File: src/rtl/coin_payout.sv
// coin_payout
// Change-dispensing back end. Accepts a change amount (cents, 5-cent units),
// pays it out greedily as 20/10/5 coins through a one-coin-at-a-time
// valid/ack handshake to the hopper, and tracks per-denomination tube counts.
//
// Ports:
//   clk, reset        clock, asynchronous active-high reset
//   req_valid         change request valid (accepted only while req_ready)
//   req_amount        amount to pay out
//   req_ready         high in IDLE only
//   coin_out          coin being paid: 01=5, 10=10, 11=20, 00=none
//   coin_valid        coin_out valid, held until coin_ack
//   coin_ack          hopper released the coin (ignored outside EMIT)
//   done              one-cycle pulse at end of payout
//   short             with done: a remainder was left unpaid
//   remaining         unpaid amount, held until the next request is accepted
//   refill_valid      one coin inserted into a tube
//   refill_coin       denomination of the refill coin (coin_out encoding)
//   refill_overflow   one-cycle pulse: refill into a full tube was discarded
//   tube_empty        bit0=5, bit1=10, bit2=20 tube is empty
//   low_change        any tube count <= LOW_THRESH
module coin_payout #(
    parameter int TUBE_INIT  = 10,
    parameter int TUBE_MAX   = 15,
    parameter int LOW_THRESH = 2,
    parameter int AMT_W      = 8
) (
    input  logic             clk,
    input  logic             reset,
    input  logic             req_valid,
    input  logic [AMT_W-1:0] req_amount,
    output logic             req_ready,
    output logic [1:0]       coin_out,
    output logic             coin_valid,
    input  logic             coin_ack,
    output logic             done,
    output logic             short,
    output logic [AMT_W-1:0] remaining,
    input  logic             refill_valid,
    input  logic [1:0]       refill_coin,
    output logic             refill_overflow,
    output logic [2:0]       tube_empty,
    output logic             low_change
);

    localparam int CNT_W = $clog2(TUBE_MAX + 1);

    typedef enum logic [1:0] {IDLE, SELECT, EMIT, DONE} state_t;

    state_t           state_reg;
    logic [AMT_W-1:0] rem_reg;
    logic [AMT_W-1:0] remaining_reg;
    logic [1:0]       coin_out_reg;
    logic             coin_valid_reg;
    logic             done_reg;
    logic             short_reg;

    // Tube index gi holds the coin whose code is gi+1 (0=5, 1=10, 2=20).
    logic [CNT_W-1:0] tube_cnt [3];
    logic [2:0]       tube_dec;
    logic [2:0]       tube_inc;
    logic [2:0]       tube_low;
    logic [2:0]       tube_ovf;
    logic [1:0]       pick_code;

    function automatic logic [AMT_W-1:0] coin_value(input logic [1:0] code);
        case (code)
            2'b01:   coin_value = AMT_W'(5);
            2'b10:   coin_value = AMT_W'(10);
            2'b11:   coin_value = AMT_W'(20);
            default: coin_value = '0;
        endcase
    endfunction

    generate
        for (genvar gi = 0; gi < 3; gi++) begin : g_tube
            logic [CNT_W-1:0] cnt_reg;
            logic             ovf_reg;

            // The decrement is tied to the coin actually being emitted, so a
            // tube is never decremented below zero: it was non-empty at pick
            // time and nothing else removes coins.
            assign tube_dec[gi] = (state_reg == EMIT) && coin_ack &&
                                  (coin_out_reg == 2'(gi + 1));
            assign tube_inc[gi] = refill_valid && (refill_coin == 2'(gi + 1));

            always_ff @(posedge clk or posedge reset) begin
                if (reset) begin
                    cnt_reg <= CNT_W'(TUBE_INIT);
                    ovf_reg <= 1'b0;
                end else begin
                    ovf_reg <= 1'b0;
                    // Simultaneous refill and payout cancel: the refill lands
                    // in the slot just vacated, so it can never overflow.
                    if (tube_inc[gi] && !tube_dec[gi]) begin
                        if (cnt_reg < CNT_W'(TUBE_MAX))
                            cnt_reg <= cnt_reg + 1'b1;
                        else
                            ovf_reg <= 1'b1;
                    end else if (tube_dec[gi] && !tube_inc[gi]) begin
                        cnt_reg <= cnt_reg - 1'b1;
                    end
                end
            end

            assign tube_cnt[gi]   = cnt_reg;
            assign tube_ovf[gi]   = ovf_reg;
            assign tube_empty[gi] = (cnt_reg == '0);
            assign tube_low[gi]   = (cnt_reg <= CNT_W'(LOW_THRESH));
        end
    endgenerate

    // Greedy choice: largest coin that fits the remainder and is in stock.
    always_comb begin
        pick_code = 2'b00;
        if (rem_reg >= AMT_W'(20) && tube_cnt[2] != '0)
            pick_code = 2'b11;
        else if (rem_reg >= AMT_W'(10) && tube_cnt[1] != '0)
            pick_code = 2'b10;
        else if (rem_reg >= AMT_W'(5) && tube_cnt[0] != '0)
            pick_code = 2'b01;
    end

    always_ff @(posedge clk or posedge reset) begin
        if (reset) begin
            state_reg      <= IDLE;
            rem_reg        <= '0;
            remaining_reg  <= '0;
            coin_out_reg   <= 2'b00;
            coin_valid_reg <= 1'b0;
            done_reg       <= 1'b0;
            short_reg      <= 1'b0;
        end else begin
            done_reg <= 1'b0;
            case (state_reg)
                IDLE: begin
                    if (req_valid) begin
                        rem_reg       <= req_amount;
                        short_reg     <= 1'b0;
                        remaining_reg <= '0;
                        state_reg     <= SELECT;
                    end
                end
                SELECT: begin
                    if (pick_code != 2'b00) begin
                        coin_out_reg   <= pick_code;
                        coin_valid_reg <= 1'b1;
                        state_reg      <= EMIT;
                    end else begin
                        done_reg      <= 1'b1;
                        short_reg     <= (rem_reg != '0);
                        remaining_reg <= rem_reg;
                        state_reg     <= DONE;
                    end
                end
                EMIT: begin
                    if (coin_ack) begin
                        rem_reg        <= rem_reg - coin_value(coin_out_reg);
                        coin_out_reg   <= 2'b00;
                        coin_valid_reg <= 1'b0;
                        state_reg      <= SELECT;
                    end
                end
                DONE: begin
                    state_reg <= IDLE;
                end
                default: begin
                    state_reg <= IDLE;
                end
            endcase
        end
    end

    assign req_ready       = (state_reg == IDLE);
    assign coin_out        = coin_out_reg;
    assign coin_valid      = coin_valid_reg;
    assign done            = done_reg;
    assign short           = short_reg;
    assign remaining       = remaining_reg;
    assign refill_overflow = |tube_ovf;
    assign low_change      = |tube_low;

endmodule
File: config.mk
export PLATFORM = sky130hd
export DESIGN_NAME = coin_payout
export DESIGN_NICKNAME = d
export VERILOG_FILES = /design/src/rtl/coin_payout.sv
export SDC_FILE = /design/constraint.sdc
export NUM_CORES = 1
export LEC_CHECK = 0
export BUFFER_PORTS_ARGS = -buffer_cell sky130_fd_sc_hd__buf_2
export CORE_MARGIN = 2
export CORE_UTILIZATION = 30
export CTS_BUF_LIST = sky130_fd_sc_hd__clkbuf_8
export DETAILED_ROUTE_END_ITERATION = 12
export PLACE_DENSITY = 0.54
export SYNTH_ARGS = -nofsm -noshare
export SYNTH_HDL_FRONTEND = slang
export SYNTH_SLANG_ARGS = --single-unit
File: constraint.sdc
create_clock -name clk -period 3.7 [get_ports clk]
set_clock_uncertainty 0.05 [all_clocks]
set_input_delay 0.37 -clock clk [delete_from_list [all_inputs] [get_ports clk]]
set_output_delay 0.37 -clock clk [all_outputs]
set_load 0.005 [all_outputs]
==> out/results.tsv, run 1 <==
stage	metric	value	unit
status	status	finished clean	
setup_path	cp-end-kind	flop	
floorplanning	row_count	32	
timing	finalCriticalPeriod	2.47	ns
setup_path	cpLargestDelayFamily	compound AO/OA/AOI/OAI gates	
clock_network	cts_tree	yes	
synthesis	synth_most_common_cell	dfrtp_1	
timing	hold_viol	0	
global_route	grt_max_degree	39	
timing	timing.final.crit_share	66.7	%
global_route	grtUsageTotal	12.9	%
setup_path	crit_path_start_kind	flop	
clock_network	cts_inserted_buffers	5	
setup_path	path_buf_inv	0	
min_path	min_path_type	in2async	
synthesis	synthFlopType	dfrtp_1	
clock_network	ctsHtreeMaxLevel	2	
setup_path	cp.required	3.87	ns
timing	worstMarginPinSlew	0.767	ns
placed_design	dp_hpwl	3930	um
setup_path	cp_num_cells	7	
final_layout	layout.cells.non_filler	372	
synthesis	async_flop_share	100	%
synthesis	post-synth-top-area-cell	dfrtp_1	
final_layout	largest_register_ffs	12	
clock_network	clkSinkCount	38	
synthesis	syn_area_per_cell	10.1	sq um
final_layout	multi_input_area	1300	sq um
timing	slew_viol_final	0	
route	viasPerCell	4.81	
clock_network	root_buffer	clkbuf_8	
route	vias	1788	
setup_path	rr_startpoint	state_reg[0]	
setup_path	ff2ff_setup_slack	1.23	ns
synthesis	synth_cell_types	53	
route	wire_per_inst	13.9	um
timing	fmax	405	MHz
clock_network	path_clk_slew	0.08	ns
global_route	grt_pass1_vias	1791	
synthesis	ys_ff_latch	38	
synthesis	synth_area	2350	sq um
placed_design	portBuffers	33	
route	drc_errors	0	
setup_path	cp_max_fo	10	
clock_network	clockBufferDepth	2	
route	routed_wl	5170	um
floorplanning	start_util	30.8	%
route	drt_iter0_drc	88	
final_layout	nets	300	
timing	setup_tns	0	ns
synthesis	synthesis.nets	264	
final_layout	drive_gt1_share	23.3	%
synthesis	synth_cells	233	
setup_path	critPathMaxStageDelay	0.48	ns
power	leakage	1.35	nW
synthesis	synth.area.top_cells	dfrtp_1, dfstp_2, ha_1	
setup_path	cp_cell_sequence	nand4b_1 -> o21ai_0 -> ha_1 -> a21o_2 -> a21oi_1 -> mux2i_1 -> xnor2_1	
setup_path	reg2regPathDepth	7	
final_layout	area_growth	17.2	%
power	p_per_area	825	nW/um^2
setup_path	crit_type	reg2reg	
setup_path	arrival	2.64	ns
placed_design	dp.cells	364	
timing	slew_headroom	48.8	%
clock_network	insertion_delay	0.30	ns
floorplanning	dieWidth	92.6	um
clock_network	cts_setup_buffers	0	
global_route	antenna_found_initial	0	
timing	rsz0062_at_grt	false	
power	finalPower	2.27	mW
global_route	grt-ovfl-total	0	
synthesis	synth_top_cells_by_count	dfrtp_1, nand2_1, a21oi_1, inv_1, nor2_1	
floorplanning	die_h	92.6	um
clock_network	cts_resized	0	
synthesis	netlist.area_leader.share	34.0	%
floorplanning	dieArea	8570	sq um
global_route	grt_pass1_wl	8790	um
placed_design	gp_congestion	0.800	
setup_path	cp_slowest_cell	o21ai_0	
synthesis	yosys_warnings	0	
timing	holdWs	0.136	ns
floorplanning	coreArea	7650	sq um
final_layout	diodes	0	
power	ir_drop	0.226	mV
synthesis	yosysSeqAreaShare	40.7	%
timing	setup_viol	0	
route	drtAntennaViolNets	0	
final_layout	final_util	36.1	%
final_layout	register_area	958	sq um
final_layout	fillers	787	
clock_network	postCtsHoldBufs	0	
synthesis	synth-edff-count	0	
run	timing.max_cap.violations	0	
setup_path	reg2reg_to	g_tube[1].cnt_reg[3]	
route	dr.pass1.iters	4	
floorplanning	io_pins	34	
[power breakdown]
part           total (mW)  internal, mW  switching, mW
Sequential          0.817         0.585          0.231
Clock               0.442         0.288          0.155
Combinational        1.02         0.473          0.542
[worst max path at each step]
| stage | startpoint | endpoint | slack, ns |
|---|---|---|---|
| global route | state_reg[0] | g_tube[1].cnt_reg[3] | 0.95 |
| global placement | state_reg[0] | g_tube[1].cnt_reg[3] | 1.35 |
| finish | state_reg[0] | g_tube[1].cnt_reg[3] | 1.23 |
| CTS | state_reg[0] | g_tube[1].cnt_reg[3] | 1.25 |
| floorplan | state_reg[0] | g_tube[1].cnt_reg[3] | 1.46 |
| detailed placement | state_reg[0] | g_tube[1].cnt_reg[3] | 1.26 |
[per-layer routing]
metal / routed length (um) / up-vias / global-route usage (%)
li1: - / 907 / -
met5: 0 / - / 0
met4: 88 / 0 / 4.48
met2: 2400 / 35 / 20.1
met1: 2500 / 840 / 17.9
met3: 180 / 6 / 2.28
[tightest hold or removal path, delay by kind of cell]
family | cells | cell delay [ns]
buf+inv | 3 | 0.56
[stage by stage]
stage               instance area (sq um)  setup slack [ns]
floorplan                            2350              1.46
global placement                     2620              1.35
detailed placement                   2620              1.26
CTS                                  2760              1.25
global route                         2760             0.953
finish                               2760              1.23
[logic make-up after synthesis]
logic type,Yosys count,share of synthesized area [%]
flops,38,40.7
buf+inv,20,3.99
compound gates,53,15.9
fa+ha+maj,16,9.79
mux,18,7.98
xor+xnor,10,3.72
simple gates,78,17.9
[layout make-up]
cell class                 count  area share, %
clock inverter                 2           2.18
tap                          102           4.63
clock buffer                   6           2.99
timing repair buffer          34           6.26
inverter                      15           2.04
sequential                    38           34.8
multi-input combinational    175           47.1
[cell usage in the layout (no fill, tap or decap), types with 4 or more instances in the layout]
| cell type | n |
|---|---|
| nand2b_1 | 4 |
| or3_1 | 4 |
| a211oi_1 | 4 |
| dfstp_2 | 6 |
| xor2_1 | 7 |
| nor2_1 | 14 |
| o21ai_0 | 9 |
| nand2_1 | 27 |
| mux2_2 | 6 |
| o211ai_1 | 4 |
| clkbuf_8 | 6 |
| ha_1 | 12 |
| buf_2 | 33 |
| a21oi_1 | 16 |
| fa_1 | 4 |
| mux2i_1 | 12 |
| dfrtp_1 | 32 |
| inv_1 | 14 |
No activity file was read; power rests on OpenSTA's default activity.
==> run 2, diff against run 1 <==
clock period = 2.3 ns   (was 3.7 ns; I/O delays follow)
==> out/results.tsv, run 2 (synthesis gave the netlist of run 1 again) <==
stage	metric	value	unit	change
clock_network	insertion_delay	0.29	ns	about the same
final_layout	diodes	0		unchanged
setup_path	path_buf_inv	2		+2
floorplanning	io_pins	34		unchanged
setup_path	cp_num_cells	9		+2
placed_design	dp_hpwl	4030	um	+2.7%
power	ir_drop	0.292	mV	+29%
floorplanning	dieWidth	92.6	um	unchanged
setup_path	ff2ff_setup_slack	0.20	ns	-1.03 ns
clock_network	path_clk_slew	0.08	ns	about the same
final_layout	layout_commonest_cell	buf_2		
timing	timing.final.crit_share	91.3	%	+25 points
clock_network	clkSinkCount	38		unchanged
placed_design	portBuffers	33		unchanged
final_layout	area_growth	19.4	%	
placed_design	gp_congestion	0.776		-3.0%
route	drc_errors	0		unchanged
timing	holdWs	-0.000792	ns	-0.137 ns
timing	slew_headroom	50.5	%	+1.7 points
power	finalPower	3.60	mW	+58%
route	wire_per_inst	14.2	um	+2.1%
setup_path	cp_max_fo	6		-4
clock_network	postCtsHoldBufs	0		unchanged
setup_path	cp-end-kind	flop		
setup_path	cp_cell_sequence	nand2b_1 -> inv_1 -> ha_1 -> inv_1 -> fa_2 -> a21oi_4 -> o21ai_0 -> o311a_1 -> a21oi_1		
floorplanning	row_count	32		unchanged
setup_path	reg2regPathDepth	9		+2
final_layout	mostFrequentLayoutCells	buf_2, dfrtp_1, nand2_1, inv_1		
setup_path	cpLargestDelayFamily	compound AO/OA/AOI/OAI gates		
final_layout	nets	311		+3.7%
timing	fmax	476	MHz	+18%
setup_path	arrival	2.27	ns	-0.37 ns
timing	finalCriticalPeriod	2.10	ns	-0.370 ns
floorplanning	die_h	92.6	um	unchanged
run	timing.max_cap.violations	0		unchanged
timing	setup_viol	0		unchanged
setup_path	cp_slowest_cell	dfrtp_2		
route	drtAntennaViolNets	0		unchanged
power	p_per_area	1280	nW/um^2	+56%
setup_path	crit_path_start_kind	flop		
timing	rsz0062_at_grt	false		
global_route	grtUsageTotal	13.6	%	+0.70 points
clock_network	cts_inserted_buffers	5		unchanged
clock_network	cts_setup_buffers	0		unchanged
final_layout	drive_gt1_share	27.4	%	+4.1 points
route	viasPerCell	4.81		+0.12%
clock_network	clockBufferDepth	2		unchanged
status	status	finished, violations left		
global_route	grt_pass1_wl	9240	um	+5.1%
global_route	grt_max_degree	39		unchanged
floorplanning	start_util	30.8	%	unchanged
floorplanning	dieArea	8570	sq um	unchanged
clock_network	root_buffer	clkbuf_8		
setup_path	cp.required	2.47	ns	-1.40 ns
global_route	antenna_found_initial	0		unchanged
clock_network	ctsHtreeMaxLevel	2		unchanged
timing	setup_tns	0	ns	unchanged
setup_path	cpMostUsedCell	inv_1		
route	vias	1843		+3.1%
min_path	min_path_type	in2async		
status	violations	hold timing		
floorplanning	coreArea	7650	sq um	unchanged
global_route	grt_pass1_vias	1828		+2.1%
final_layout	largest_register_ffs	12		unchanged
route	dr.pass1.iters	4		unchanged
timing	hold_viol	3		+3
setup_path	critPathMaxStageDelay	0.44	ns	-0.04 ns
clock_network	cts_tree	yes		
route	routed_wl	5430	um	+5.1%
timing	slew_viol_final	0		unchanged
power	leakage	1.38	nW	+2.5%
route	drt_iter0_drc	127		+44%
timing	worstMarginPinSlew	0.741	ns	-0.0261 ns
setup_path	crit_type	reg2reg		
global_route	grt-ovfl-total	0		unchanged
## run 2: changes by cell type in the layout (fill, tap and decap cells not counted), sizes merged
cell,change
buf,+11
bufinv,-2
clkinv,+1
inv,+1
## run 2: timing repair
action	CTS	global route
hold endpoints to repair	0	0
gates resized for setup	0	5
endpoints found under the setup margin	0	4
## run 2: tightest hold or removal path, stage by stage
cell and delay [ns]:
buf_2 0.09, inv_1 0.04, buf_4 0.42
## run 2: worst paths after layout
check                                           from                   end
worst max-delay path                     coin_out[1]            rem_reg[4]
worst min-delay path                           reset          remaining[3]
worst max register to register           coin_out[1]            rem_reg[4]
worst min register to register  g_tube[1].cnt_reg[3]  g_tube[1].cnt_reg[3]
max in group asynchronous                      reset           coin_out[1]
min in group clk                       req_amount[1]            rem_reg[1]
## run 2: cell type report
type                    instances  area, sq um
flip-flops and latches         38          960
inverters                      15         56.3
well taps                     102          128
fillers                       773         4840
repair buffers                 45          255
clock buffers                   6         82.6
multi-input cells             175         1320
clock inverters                 2         8.76
## run 2: power breakdown
part	internal, mW	switching [mW]	leakage, nW
clock network	0.238	0.247	0.0524
registers	0.944	0.353	0.466
logic	0.860	0.961	0.866
## run 2: stage by stage
step	worst slack (ns)	cell area, sq um	hold slack (ns)	instances	util (%)
after detailed placement	0.128	2700	0.333	375	35.3
after global placement	0.201	2700	0.334	375	35.3
after global routing	0.0187	2810	0.0449	383	36.7
after CTS	0.0930	2790	0.0165	383	36.5
after floorplan	0.0562	2350	0.292	233	-
final	0.201	2810	-0.000792	383	36.7
## run 2: routing by layer
layer / vias to the layer above / share of wire, % / track usage [%]
li1: 938 / - / -
met1: 861 / 51 / 19.0
met2: 34 / 45 / 21.1
met3: 10 / 3.1 / 2.20
met4: 0 / 1.7 / 4.98
met5: - / 0 / 0
==> run 3, diff against run 2 <==
--- a/config.mk
+++ b/config.mk
@@ -8,2 +8,4 @@
 export BUFFER_PORTS_ARGS = -buffer_cell sky130_fd_sc_hd__buf_2
+export CELL_PAD_IN_SITES_DETAIL_PLACEMENT = 0
+export CELL_PAD_IN_SITES_GLOBAL_PLACEMENT = 2
 export CORE_MARGIN = 2
@@ -12,3 +14,3 @@
 export DETAILED_ROUTE_END_ITERATION = 12
-export PLACE_DENSITY = 0.54
+export PLACE_DENSITY = 0.75
 export SYNTH_ARGS = -nofsm -noshare
==> constraint.sdc (replaced) <==
create_clock -name clk -period 2.3 [get_ports clk]
set_clock_uncertainty 0.05 [all_clocks]
set_input_delay 0.46 -clock clk [delete_from_list [all_inputs] [get_ports clk]]
set_output_delay 0.46 -clock clk [all_outputs]
set_load 0.005 [all_outputs]
==> out/results.tsv, run 3 (synthesis gave the netlist of run 1 again) <==
stage	metric	value	unit	change
timing	worstMarginPinSlew	0.787	ns	+0.0463 ns
final_layout	drive_gt1_share	27.4	%	unchanged
clock_network	clkSinkCount	38		unchanged
power	seqPwrFrac	36.5	%	+0.5 points
setup_path	cpMostUsedCell	inv_1		
floorplanning	row_count	32		unchanged
power	comb_power_share	49.9	%	-0.7 points
clock_network	path_clk_slew	0.08	ns	about the same
placed_design	dp_hpwl	4140	um	+2.6%
timing	fmax	466	MHz	-2.1%
clock_network	cts_inserted_buffers	5		unchanged
floorplanning	start_util	30.8	%	unchanged
power	switching_share	42.8	%	-0.56 points
route	viasPerCell	4.92		+2.3%
final_layout	nets	311		unchanged
setup_path	cp_cell_sequence	nand2b_1 -> inv_1 -> ha_1 -> inv_1 -> fa_2 -> a21oi_2 -> o21ai_0 -> o311a_1 -> a21oi_1		
route	drtAntennaViolNets	0		unchanged
clock_network	root_buffer	clkbuf_8		
clock_network	ctsHtreeMaxLevel	2		unchanged
timing	setup_tns	0	ns	unchanged
placed_design	gp_congestion	0.763		-1.7%
power	finalPower	3.54	mW	-1.8%
timing	setup_viol	0		unchanged
final_layout	mostFrequentLayoutCells	buf_2, dfrtp_1, nand2_1, a21oi_1		
final_layout	layout_commonest_cell	buf_2		
final_layout	largest_register_ffs	12		unchanged
power	ir_drop	0.291	mV	about the same
floorplanning	die_h	92.6	um	unchanged
setup_path	crit_type	reg2reg		
status	status	finished clean		
clock_network	cts_tree	yes		
clock_network	clockBufferDepth	2		unchanged
setup_path	crit_path_start_kind	flop		
timing	slew_viol_final	0		unchanged
route	drc_errors	0		unchanged
setup_path	ff2ff_setup_slack	0.16	ns	-0.05 ns
power	switching_power	1.51	mW	-3.1%
global_route	antenna_found_initial	0		unchanged
global_route	grt_max_degree	39		unchanged
timing	finalCriticalPeriod	2.14	ns	+0.0459 ns
min_path	min_path_type	in2async		
floorplanning	coreArea	7650	sq um	unchanged
timing	rsz0062_at_grt	false		
global_route	grt-ovfl-total	0		unchanged
floorplanning	dieArea	8570	sq um	unchanged
route	drt_iter0_drc	31		-76%
power	clkPwrFrac	13.6	%	about the same
floorplanning	io_pins	34		unchanged
final_layout	layout.cells.non_filler	383		unchanged
timing	hold_viol	0		-3
setup_path	cp-end-kind	flop		
placed_design	portBuffers	33		unchanged
global_route	grt_pass1_wl	9330	um	+0.96%
floorplanning	dieWidth	92.6	um	unchanged
timing	slew_headroom	47.4	%	-3.1 points
clock_network	postCtsHoldBufs	0		unchanged
route	dr.pass1.iters	4		unchanged
power	p_per_area	1260	nW/um^2	-1.5%
final_layout	area_growth	18.9	%	
setup_path	cp_slowest_cell	dfrtp_2		
setup_path	arrival	2.31	ns	+0.04 ns
clock_network	insertion_delay	0.29	ns	about the same
placed_design	dp.cells	374		-0.27%
power	power.internal	2.02	mW	-0.88%
run	timing.max_cap.violations	0		unchanged
setup_path	critPathMaxStageDelay	0.44	ns	about the same
timing	timing.final.crit_share	93.2	%	+2.0 points
setup_path	cp_max_fo	5		-1
global_route	grtUsageTotal	13.9	%	+0.35 points
global_route	grt_pass1_vias	1810		-0.98%
setup_path	cp.required	2.47	ns	about the same
route	routed_wl	5450	um	+0.26%
route	wire_per_inst	14.2	um	+0.26%
route	vias	1885		+2.3%
final_layout	diodes	0		unchanged
power	leakage	1.38	nW	-0.24%
==> run 3: path summary, 6_finish.rpt <==
kind                                       from                   end  cells past startpoint
min in group clk                  req_amount[1]            rem_reg[1]                      3
hold reg to reg            g_tube[1].cnt_reg[3]  g_tube[1].cnt_reg[3]                      1
max in group asynchronous                 reset           coin_out[1]                      3
setup / recovery                    coin_out[1]            rem_reg[4]                      9
hold / removal                            reset  g_tube[2].cnt_reg[2]                      3
setup reg to reg                    coin_out[1]            rem_reg[4]                      9
==> run 3: area by class of cell <==
cell class,instances,area [sq um]
fillers,797,4850
repair buffers,45,255
clock buffers,6,82.6
well taps,102,128
multi-input cells,175,1310
flip-flops and latches,38,960
inverters,15,56.3
clock inverters,2,8.76
==> run 3: power by group through the flow <==
| stage | combinational [mW] | clock, mW | sequential (mW) |
|---|---|---|---|
| 2_1_floorplan | 1.32 | 0 | 1.20 |
| 4_1_cts | 1.75 | 0.496 | 1.29 |
| 6_report | 1.76 | 0.480 | 1.29 |
| 5_1_grt | 2.07 | 0.525 | 1.35 |
| 3_3_place_gp | 1.74 | 0 | 1.30 |
| 3_5_place_dp | 1.74 | 0 | 1.30 |
==> run 3: repair_timing <==
action	4_1_cts	5_1_grt
endpoints found under the hold margin	0	0
endpoints found under the setup margin	0	6
buffers inserted	0	1
gates resized for setup	0	4
==> run 3: per-layer routing <==
| metal | part of all wire (%) | up-vias | routed length (um) | GRT usage (%) |
|---|---|---|---|---|
| li1 | - | 933 | - | - |
| met1 | 52 | 913 | 2830 | 20.9 |
| met2 | 44 | 35 | 2420 | 20.2 |
| met3 | 2.6 | 4 | 143 | 2.69 |
| met4 | 0.88 | 0 | 48 | 4.10 |
| met5 | 0 | - | 0 | 0 |
==> run 3: critical path: cells and delay by family (launching register included) <==
| kind | cells | cell delay, ns |
|---|---|---|
| compound gates | 4 | 0.70 |
| fa+ha+maj | 2 | 0.54 |
| buf+inv | 2 | 0.14 |
| flops | 1 | 0.44 |
| simple gates | 1 | 0.19 |
==> run 3: through the flow <==
stage	cell area, sq um	hold slack [ns]	utilization, %	setup slack [ns]
2_1_floorplan	2350	0.435	-	0.0562
3_3_place_gp	2690	0.450	35.2	0.0372
3_5_place_dp	2690	0.449	35.2	0.0350
4_1_cts	2780	0.253	36.4	0.00419
5_1_grt	2800	0.269	36.6	0.0352
6_report	2800	0.233	36.6	0.155
